==> src/rtl/drum_pad_irq_arbiter.sv <==
// Shares one CPU interrupt line between NUM_PADS drum-pad triggers.
// Each pad is synchronized, edge-detected and rate-limited; accepted hits are pended and granted round-robin.
module drum_pad_irq_arbiter #(
    parameter int                   NUM_PADS        = 4,
    parameter int                   HOLDOFF_W       = 16,
    parameter logic [HOLDOFF_W-1:0] DEFAULT_HOLDOFF = 16'd50000
) (
    input  logic                clk,
    input  logic                reset_n,
    input  logic [1:0]          address,
    input  logic                chipselect,
    input  logic                write_n,
    input  logic [31:0]         writedata,
    output logic [31:0]         readdata,
    input  logic [NUM_PADS-1:0] pad_in,
    output logic                irq
);

    localparam int IDX_W = (NUM_PADS > 1) ? $clog2(NUM_PADS) : 1;

    typedef enum logic {
        S_IDLE,
        S_GRANTED
    } arbState_t;

    logic                 w_write;
    logic                 w_unusedWrData;
    logic [NUM_PADS-1:0]  r_sync1;
    logic [NUM_PADS-1:0]  r_sync2;
    logic [NUM_PADS-1:0]  r_sync2d;
    logic [NUM_PADS-1:0]  w_edge;
    logic [NUM_PADS-1:0]  w_accept;
    logic [NUM_PADS-1:0]  w_clear;
    logic [NUM_PADS-1:0]  w_request;
    logic [NUM_PADS-1:0]  r_pending;
    logic [NUM_PADS-1:0]  r_mask;
    logic [HOLDOFF_W-1:0] r_holdoff;
    logic [HOLDOFF_W-1:0] r_holdoffCnt [NUM_PADS];
    logic                 r_irq;
    logic [31:0]          r_readdata;
    logic [31:0]          w_readWord;
    arbState_t            r_state;
    logic                 r_grantValid;
    logic [IDX_W-1:0]     r_grantIdx;
    logic [IDX_W-1:0]     r_lastIdx;
    logic [IDX_W-1:0]     w_pickIdx;
    logic                 w_pickFound;

    assign w_write        = chipselect & ~write_n;
    assign w_unusedWrData = ^writedata;
    assign w_edge         = r_sync2 & ~r_sync2d;
    assign w_request      = r_pending & r_mask;
    assign w_clear        = (w_write && address == 2'd0) ? writedata[NUM_PADS-1:0] : '0;
    assign irq            = r_irq;
    assign readdata       = r_readdata;

    always_ff @(posedge clk or negedge reset_n) begin
        if (!reset_n) begin
            r_sync1  <= '0;
            r_sync2  <= '0;
            r_sync2d <= '0;
        end else begin
            r_sync1  <= pad_in;
            r_sync2  <= r_sync1;
            r_sync2d <= r_sync2;
        end
    end

    always_comb begin
        w_accept = '0;
        for (int i = 0; i < NUM_PADS; i++) begin
            w_accept[i] = w_edge[i] && (r_holdoffCnt[i] == '0);
        end
    end

    // A counter only reloads on an accepted edge; rejected edges keep it counting down.
    always_ff @(posedge clk or negedge reset_n) begin
        if (!reset_n) begin
            for (int i = 0; i < NUM_PADS; i++) begin
                r_holdoffCnt[i] <= '0;
            end
        end else begin
            for (int i = 0; i < NUM_PADS; i++) begin
                if (w_accept[i]) begin
                    r_holdoffCnt[i] <= r_holdoff;
                end else if (r_holdoffCnt[i] != '0) begin
                    r_holdoffCnt[i] <= r_holdoffCnt[i] - HOLDOFF_W'(1);
                end
            end
        end
    end

    // OR-ing the accept after the clear lets a new hit win over a same-cycle W1C.
    always_ff @(posedge clk or negedge reset_n) begin
        if (!reset_n) begin
            r_pending <= '0;
            r_mask    <= '0;
            r_holdoff <= DEFAULT_HOLDOFF;
            r_irq     <= 1'b0;
        end else begin
            r_pending <= (r_pending & ~w_clear) | w_accept;
            if (w_write && address == 2'd1) begin
                r_mask <= writedata[NUM_PADS-1:0];
            end
            if (w_write && address == 2'd3) begin
                r_holdoff <= writedata[HOLDOFF_W-1:0];
            end
            r_irq <= |w_request;
        end
    end

    always_comb begin
        int cand;
        cand        = 0;
        w_pickFound = 1'b0;
        w_pickIdx   = '0;
        for (int off = 0; off < NUM_PADS; off++) begin
            cand = int'(r_lastIdx) + 1 + off;
            if (cand >= NUM_PADS) begin
                cand = cand - NUM_PADS;
            end
            if (!w_pickFound && w_request[IDX_W'(cand)]) begin
                w_pickFound = 1'b1;
                w_pickIdx   = IDX_W'(cand);
            end
        end
    end

    // Releasing a grant always passes through IDLE, giving a one-cycle gap before the next grant.
    always_ff @(posedge clk or negedge reset_n) begin
        if (!reset_n) begin
            r_state      <= S_IDLE;
            r_grantValid <= 1'b0;
            r_grantIdx   <= '0;
            r_lastIdx    <= IDX_W'(NUM_PADS - 1);
        end else begin
            case (r_state)
                S_IDLE: begin
                    if (w_pickFound) begin
                        r_grantIdx   <= w_pickIdx;
                        r_lastIdx    <= w_pickIdx;
                        r_grantValid <= 1'b1;
                        r_state      <= S_GRANTED;
                    end
                end
                S_GRANTED: begin
                    if (!r_pending[r_grantIdx] || !r_mask[r_grantIdx]) begin
                        r_grantValid <= 1'b0;
                        r_state      <= S_IDLE;
                    end
                end
                default: begin
                    r_grantValid <= 1'b0;
                    r_state      <= S_IDLE;
                end
            endcase
        end
    end

    always_comb begin
        w_readWord = '0;
        case (address)
            2'd0: w_readWord[NUM_PADS-1:0] = r_pending;
            2'd1: w_readWord[NUM_PADS-1:0] = r_mask;
            2'd2: begin
                w_readWord[31]        = r_grantValid;
                w_readWord[IDX_W-1:0] = r_grantIdx;
            end
            2'd3: w_readWord[HOLDOFF_W-1:0] = r_holdoff;
            default: w_readWord = '0;
        endcase
    end

    always_ff @(posedge clk or negedge reset_n) begin
        if (!reset_n) begin
            r_readdata <= '0;
        end else begin
            r_readdata <= w_readWord;
        end
    end

endmodule
==> config.mk <==
export PLATFORM = sky130hd
export DESIGN_NAME = drum_pad_irq_arbiter
export DESIGN_NICKNAME = d
export VERILOG_FILES = /design/src/rtl/drum_pad_irq_arbiter.sv
export SDC_FILE = /design/constraint.sdc
export NUM_CORES = 1
export LEC_CHECK = 0
export ABC_AREA = 1
export BUFFER_PORTS_ARGS = -buffer_cell sky130_fd_sc_hd__buf_2
export CORE_MARGIN = 3
export CORE_UTILIZATION = 45
export CTS_CLUSTER_DIAMETER = 30
export DETAILED_ROUTE_END_ITERATION = 8
export PLACE_DENSITY = 0.66
export SLEW_MARGIN = 5
export SYNTH_ARGS = -nofsm -noshare
export SYNTH_HDL_FRONTEND = slang
export SYNTH_SLANG_ARGS = --single-unit
==> constraint.sdc <==
create_clock -name clk -period 1.6 [get_ports clk]
set_input_delay 0 -clock clk [delete_from_list [all_inputs] [get_ports clk]]
set_output_delay 0 -clock clk [all_outputs]
set_load 0.05 [all_outputs]
Word-level counts from Yosys, hierarchy flattened. Cells that the tools add are included.

$lt $le $gt $ge: 9. Reduce and logical (&&, ||, !) cells: 32. $add $sub $neg: 12. Bitwise operators: 9. Eq/ne operators: 5. Muxes and demuxes: 47.

Operator list (number): 16-bit 2-to-1 mux (8); 16-bit zero test (4); 16-bit nonzero test (4); 16-bit by 1-bit subtractor with 16-bit output, second input constant (4); 1-bit 2-to-1 mux (19); 2-bit by 4-bit less-than comparator with 1-bit output, second input constant (4); 2-bit 2-to-1 mux (8); 4-bit AND (3); 1-bit binary-select mux with 2-bit select (6); 4-bit by 3-bit >= comparator with 1-bit output, second input constant (3); 12-bit 2-to-1 mux (1); 1-bit logical AND (10); 3-bit by 2-bit adder with 4-bit output, second input constant (2); 4-bit NOT (2); 2-bit one-hot mux with 4 select lines (1); 2-bit nonzero test (4); 2-bit by 1-bit subtractor with 2-bit output, second input constant (4); 2-bit one-hot mux with 3 select lines (1); 1-bit zero test (5); 3-bit by 1-bit adder with 4-bit output, second input constant (1); 2-bit equality test, second input constant (2); 4-bit 2-to-1 mux (1); 4-bit OR (1); 1-bit one-hot mux with 2 select lines (2); other kinds (12) (14).

Register bits after elaboration: 124. Input port bits: 42. Logic and storage cells: 130. Output and inout bits: 33.

Depth between registers and ports, before layout.
Word-level depth: 18. Mapped depth: 10.

Worst setup path after synthesis. No wires, ideal clock.

Kind: reg-to-reg. From: reg r_holdoffCnt[0] in the netlist's numbering. To: reg r_holdoffCnt[4] in the netlist's numbering. Library setup time: 120 ps. Period minus slack after synthesis: 1538 ps. Slack: 62 ps. Data arrival time: 1419 ps. Cell stages (with the launch flop): 9. Buffers on the path: 1. Path through: dfrtp_1 > inv_1 > ha_1 > nand3_1 > nor3_2 > nand3_2 > buf_2 > o21ai_0 > inv_1.

Longest elaborated chain between the ends: 3. Elaborated cells between the ends (all ways): 7. Those cells by class: 1 x add/sub; 2 x mux; 4 x reduce/logical.

RTL lines: start, declared (line 38) `logic [HOLDOFF_W-1:0] r_holdoffCnt [NUM_PADS];`; start signal, assigned by index (line 85) `r_holdoffCnt[i] <= r_holdoff;`; start signal, assigned by index (line 87) `r_holdoffCnt[i] <= r_holdoffCnt[i] - HOLDOFF_W'(1);`; 16-bit by 1-bit subtractor with 16-bit output or 16-bit zero test (tied branches) (line 87, 72); 16-bit 2-to-1 mux or 1-bit logical AND (tied branches) (line 86, 72); 16-bit 2-to-1 mux or 2-bit nonzero test (tied branches).

Parallel ways exist; a longest one is shown, timed or not. The select of a mux whose other input is x is not followed. A chain may end at the register's enable or synchronous reset.

Final worst setup path.
From: reg r_holdoffCnt[13] in the netlist's numbering. To: reg r_holdoffCnt[9] in the netlist's numbering.

Longest elaborated chain between the ends: 3. Elaborated cells between the ends (all ways): 5. Those cells by class: 1 x mux; 4 x reduce/logical.

RTL lines: 16-bit zero test (line 72) `w_accept[i] = w_edge[i] && (r_holdoffCnt[i] == '0);`; 1-bit logical AND (line 72); 16-bit 2-to-1 mux or 2-bit nonzero test (tied branches).

Parallel ways exist; a longest one is shown, timed or not.

==> reports/metrics.yaml <==
cp-end-kind: "register"
dr.pass1.iters: 5
insertion_delay_ns: 0.43
htreeDepth: 4
fin_cells: 1127
grt_max_degree: 43
fillers: 1264
cts_tree: "yes"
hold_path_class: "in -> reg"
drv_cap: 0
hold_viol_final: 0
drcViolationCount: 0
slowest_delay_ns: 0.41
outcome: "finished, final reports clean"
intPower_mw: 7.80
grt_pass1_vias: 5451
utilization_pct: 59.6
post-place-ws_ns: -0.00928
die_w_um: 127
ys_seq_area_share_pct: 47.3
yosysWarnings: 0
vias_per_cell: 5.00
pwr-share-comb_pct: 30.5
grt_first_pass_wirelength_um: 26900
grt_antenna_before_repair: 0
nets: 980
netlist_area_sq_um: 6580
ir_worst_vdd_mv: 1.09
fp.dieArea_sq_um: 16100
min_from: "write_n"
synth_top_cell_by_area: "dfrtp_1"
pin_count: 75
cts_buffer_depth: 2
clkTransAtPathRegs_ns: 0.05
clock.fmax_mhz: 641
ys.flop_type: "dfrtp_1"
arrival_ns: 1.88
period_needed_ns: 1.56
drtAntennaViolNets: 0
crit_family: "simple AND/OR/NAND/NOR gates"
core_region_area_sq_um: 14100
p_leak_nw: 4.26
synthTopCellsByArea: "dfrtp_1, nand2_1, inv_1, nor2_1, dfstp_2"
cp_cell_sequence: "inv_1 -> nand2_1 -> nor3_1 -> nand3_4 -> buf_4 -> a21oi_1 -> nor2_1"
avgSynthCellArea_sq_um: 8.25
num_rows: 43
crit_buf_inv: 2
p_sw_share_pct: 36.8
synth_top_area_share_pct: 44.1
cts_sinks: 124
wl_per_cell_um: 14.8
clock_skew_ns: 0.00895
diodes: 0
drtIter0Drc: 452
ys_types: 40
synth_edf_count: 0
seqPwrFrac_pct: 39.2
switchingPower_mw: 4.55
cts_root_buf: "clkbuf_16"
cts_inserted_buffers: 17
critical_path.max_fanout: 5
num_vias: 5631
rsz0062_at_grt: "yes"
drive_gt1_share_pct: 25.4
timing.rr.start: "r_holdoffCnt[13]"
dp.final_hpwl_um: 11500
dp_cells: 1050
powerDensity_nw_per_um2: 1470
io_buffers: 43
drv_slew: 0
drt-total-wl_um: 16600
die_height_um: 127
synth_seq_cells: 124
grt.overflow.total: 0
timing.critical_path.required_ns: 1.91
setup_viol_count_final: 0
setup.worst_path.start_class: "register"
critical_path_class: "reg -> reg"
postSynth.asyncResetShare_pct: 100
p_clk_share_pct: 30.3
worst_slack_ns: 0.0388
gp_congestion: 0.914
netlist_instances: 798
crit_slowest_cell: "dfrtp_1"
setup.worst_path.start: "r_holdoffCnt[13]"
min_period_over_period_pct: 97.6
grt_usage_pct: 21.4
area_delta_synth_final_pct: 27.7
start_util_pct: 46.7
==> repair_timing <==
item	4_1_cts	5_1_grt
endpoints found under the hold margin	149	0
pin swaps	8	16
setup buffers	6	17
endpoints found under the setup margin	15	45
hold buffers	24	0
resized for setup	16	39
==> worst min-delay path: stages <==
cell and delay, ns:
buf_2 0.07, nor2_1 0.06, nand2_1 0.13, o21ai_0 0.09
nand2_1 0.06
==> metal layers <==
| metal | up-vias | share of wire, % | track usage (%) |
|---|---|---|---|
| met4 | 0 | 1.2 | 6.75 |
| met1 | 2701 | 45 | 28.8 |
| met3 | 16 | 4.4 | 4.72 |
| met5 | - | 0 | 0 |
| li1 | 2776 | - | - |
| met2 | 138 | 49 | 34.6 |
==> per-stage QoR <==
stage / TNS, ns / total power, mW / area [sq um] / hold slack, ns
final: 0 / 12.4 / 8400 / 0.0241
after CTS: 0 / 12.2 / 8140 / 0.0184
after global routing: -0.366 / 13.1 / 8400 / 0.0710
after detailed placement: -0.0252 / 8.24 / 7230 / -0.0532
after floorplan: 0 / 7.28 / 6640 / -0.296
after global placement: 0 / 8.19 / 7230 / -0.0548
==> final timing paths <==
kind	endpoint	slack, ns	cells past startpoint
max in group asynchronous	r_holdoff[8]	0.89	3
min in group asynchronous	r_holdoffCnt[57]	0.06	2
hold reg to reg	r_sync2[1]	0.35	0
hold / removal	r_pending[0]	0.02	5
setup / recovery	r_holdoffCnt[9]	0.04	7
setup reg to reg	r_holdoffCnt[9]	0.04	7
==> area by class of cell <==
cell class	instances	area (sq um)	area share, %
inverter	113	427	5.08
timing repair buffer	124	927	11.0
multi-input combinational	554	3140	37.4
tap	180	225	2.68
sequential	124	3110	37.0
clock buffer	25	485	5.78
clock inverter	7	87.6	1.04
==> Yosys cell counts, types with 4 or more instances <==
master and number:
nor2_1 90, dfstp_2 8, o21ai_1 7, nor2_4 9
nand3_2 8, xnor2_1 17, a21oi_1 34, ha_1 4
nand2_2 9, nand4_1 6, xor2_1 20, nand2_1 188
nor3_1 7, a31oi_1 6, buf_4 15, nor2_2 15
o22ai_1 9, nor3_2 4, nand3_1 38, inv_2 8
o211ai_1 7, a211oi_1 4, nand3_4 4, o21ai_0 37
inv_1 104, dfrtp_1 116
==> layout by cell type (no fill, tap or decap), drive strengths merged <==
cell           n
nand2        200
nor2         117
dfrtp        116
inv          113
buf          100
nand3         50
o21ai         47
a21oi         34
clkbuf        25
dlygate4sd3   24
xor2          20
xnor2         17
conb          15
nor3          13
o22ai          9
dfstp          8
o211ai         8
nand4          7
a31oi          6
a211oi         4
ha             4
clkinv         4
bufinv         2
nor3b          2
o21a           1
clkinvlp       1
==> flip-flops by register name, summed over array words and instances (netlist names) <==
| signal | flops |
|---|---|
| r_sync2 | 4 |
| r_pending | 4 |
| r_grantValid | 1 |
| readdata | 17 |
| r_grantIdx | 2 |
| r_lastIdx | 2 |
| irq | 1 |
| r_sync1 | 4 |
| r_holdoff | 16 |
| r_holdoffCnt | 64 |
| r_sync2d | 4 |
| r_state | 1 |
| r_mask | 4 |
==> cell families after synthesis <==
family	count (synthesis)	synth area share, %
compound gates	109	9.31
xor+xnor	37	4.92
fa+ha+maj	4	0.760
buf+inv	134	8.69
flops	124	47.3
other cells	1	0.0570
simple gates	389	29.0
==> power groups by stage <==
stage          combinational [mW]  sequential [mW]  clock (mW)
2_1_floorplan                2.47             4.81           0
3_3_place_gp                 3.37             4.82           0
3_5_place_dp                 3.43             4.82           0
4_1_cts                      3.56             4.79        3.82
5_1_grt                      4.25             4.95        3.94
6_report                     3.77             4.84        3.75
Power figures use the tool's default switching activity.
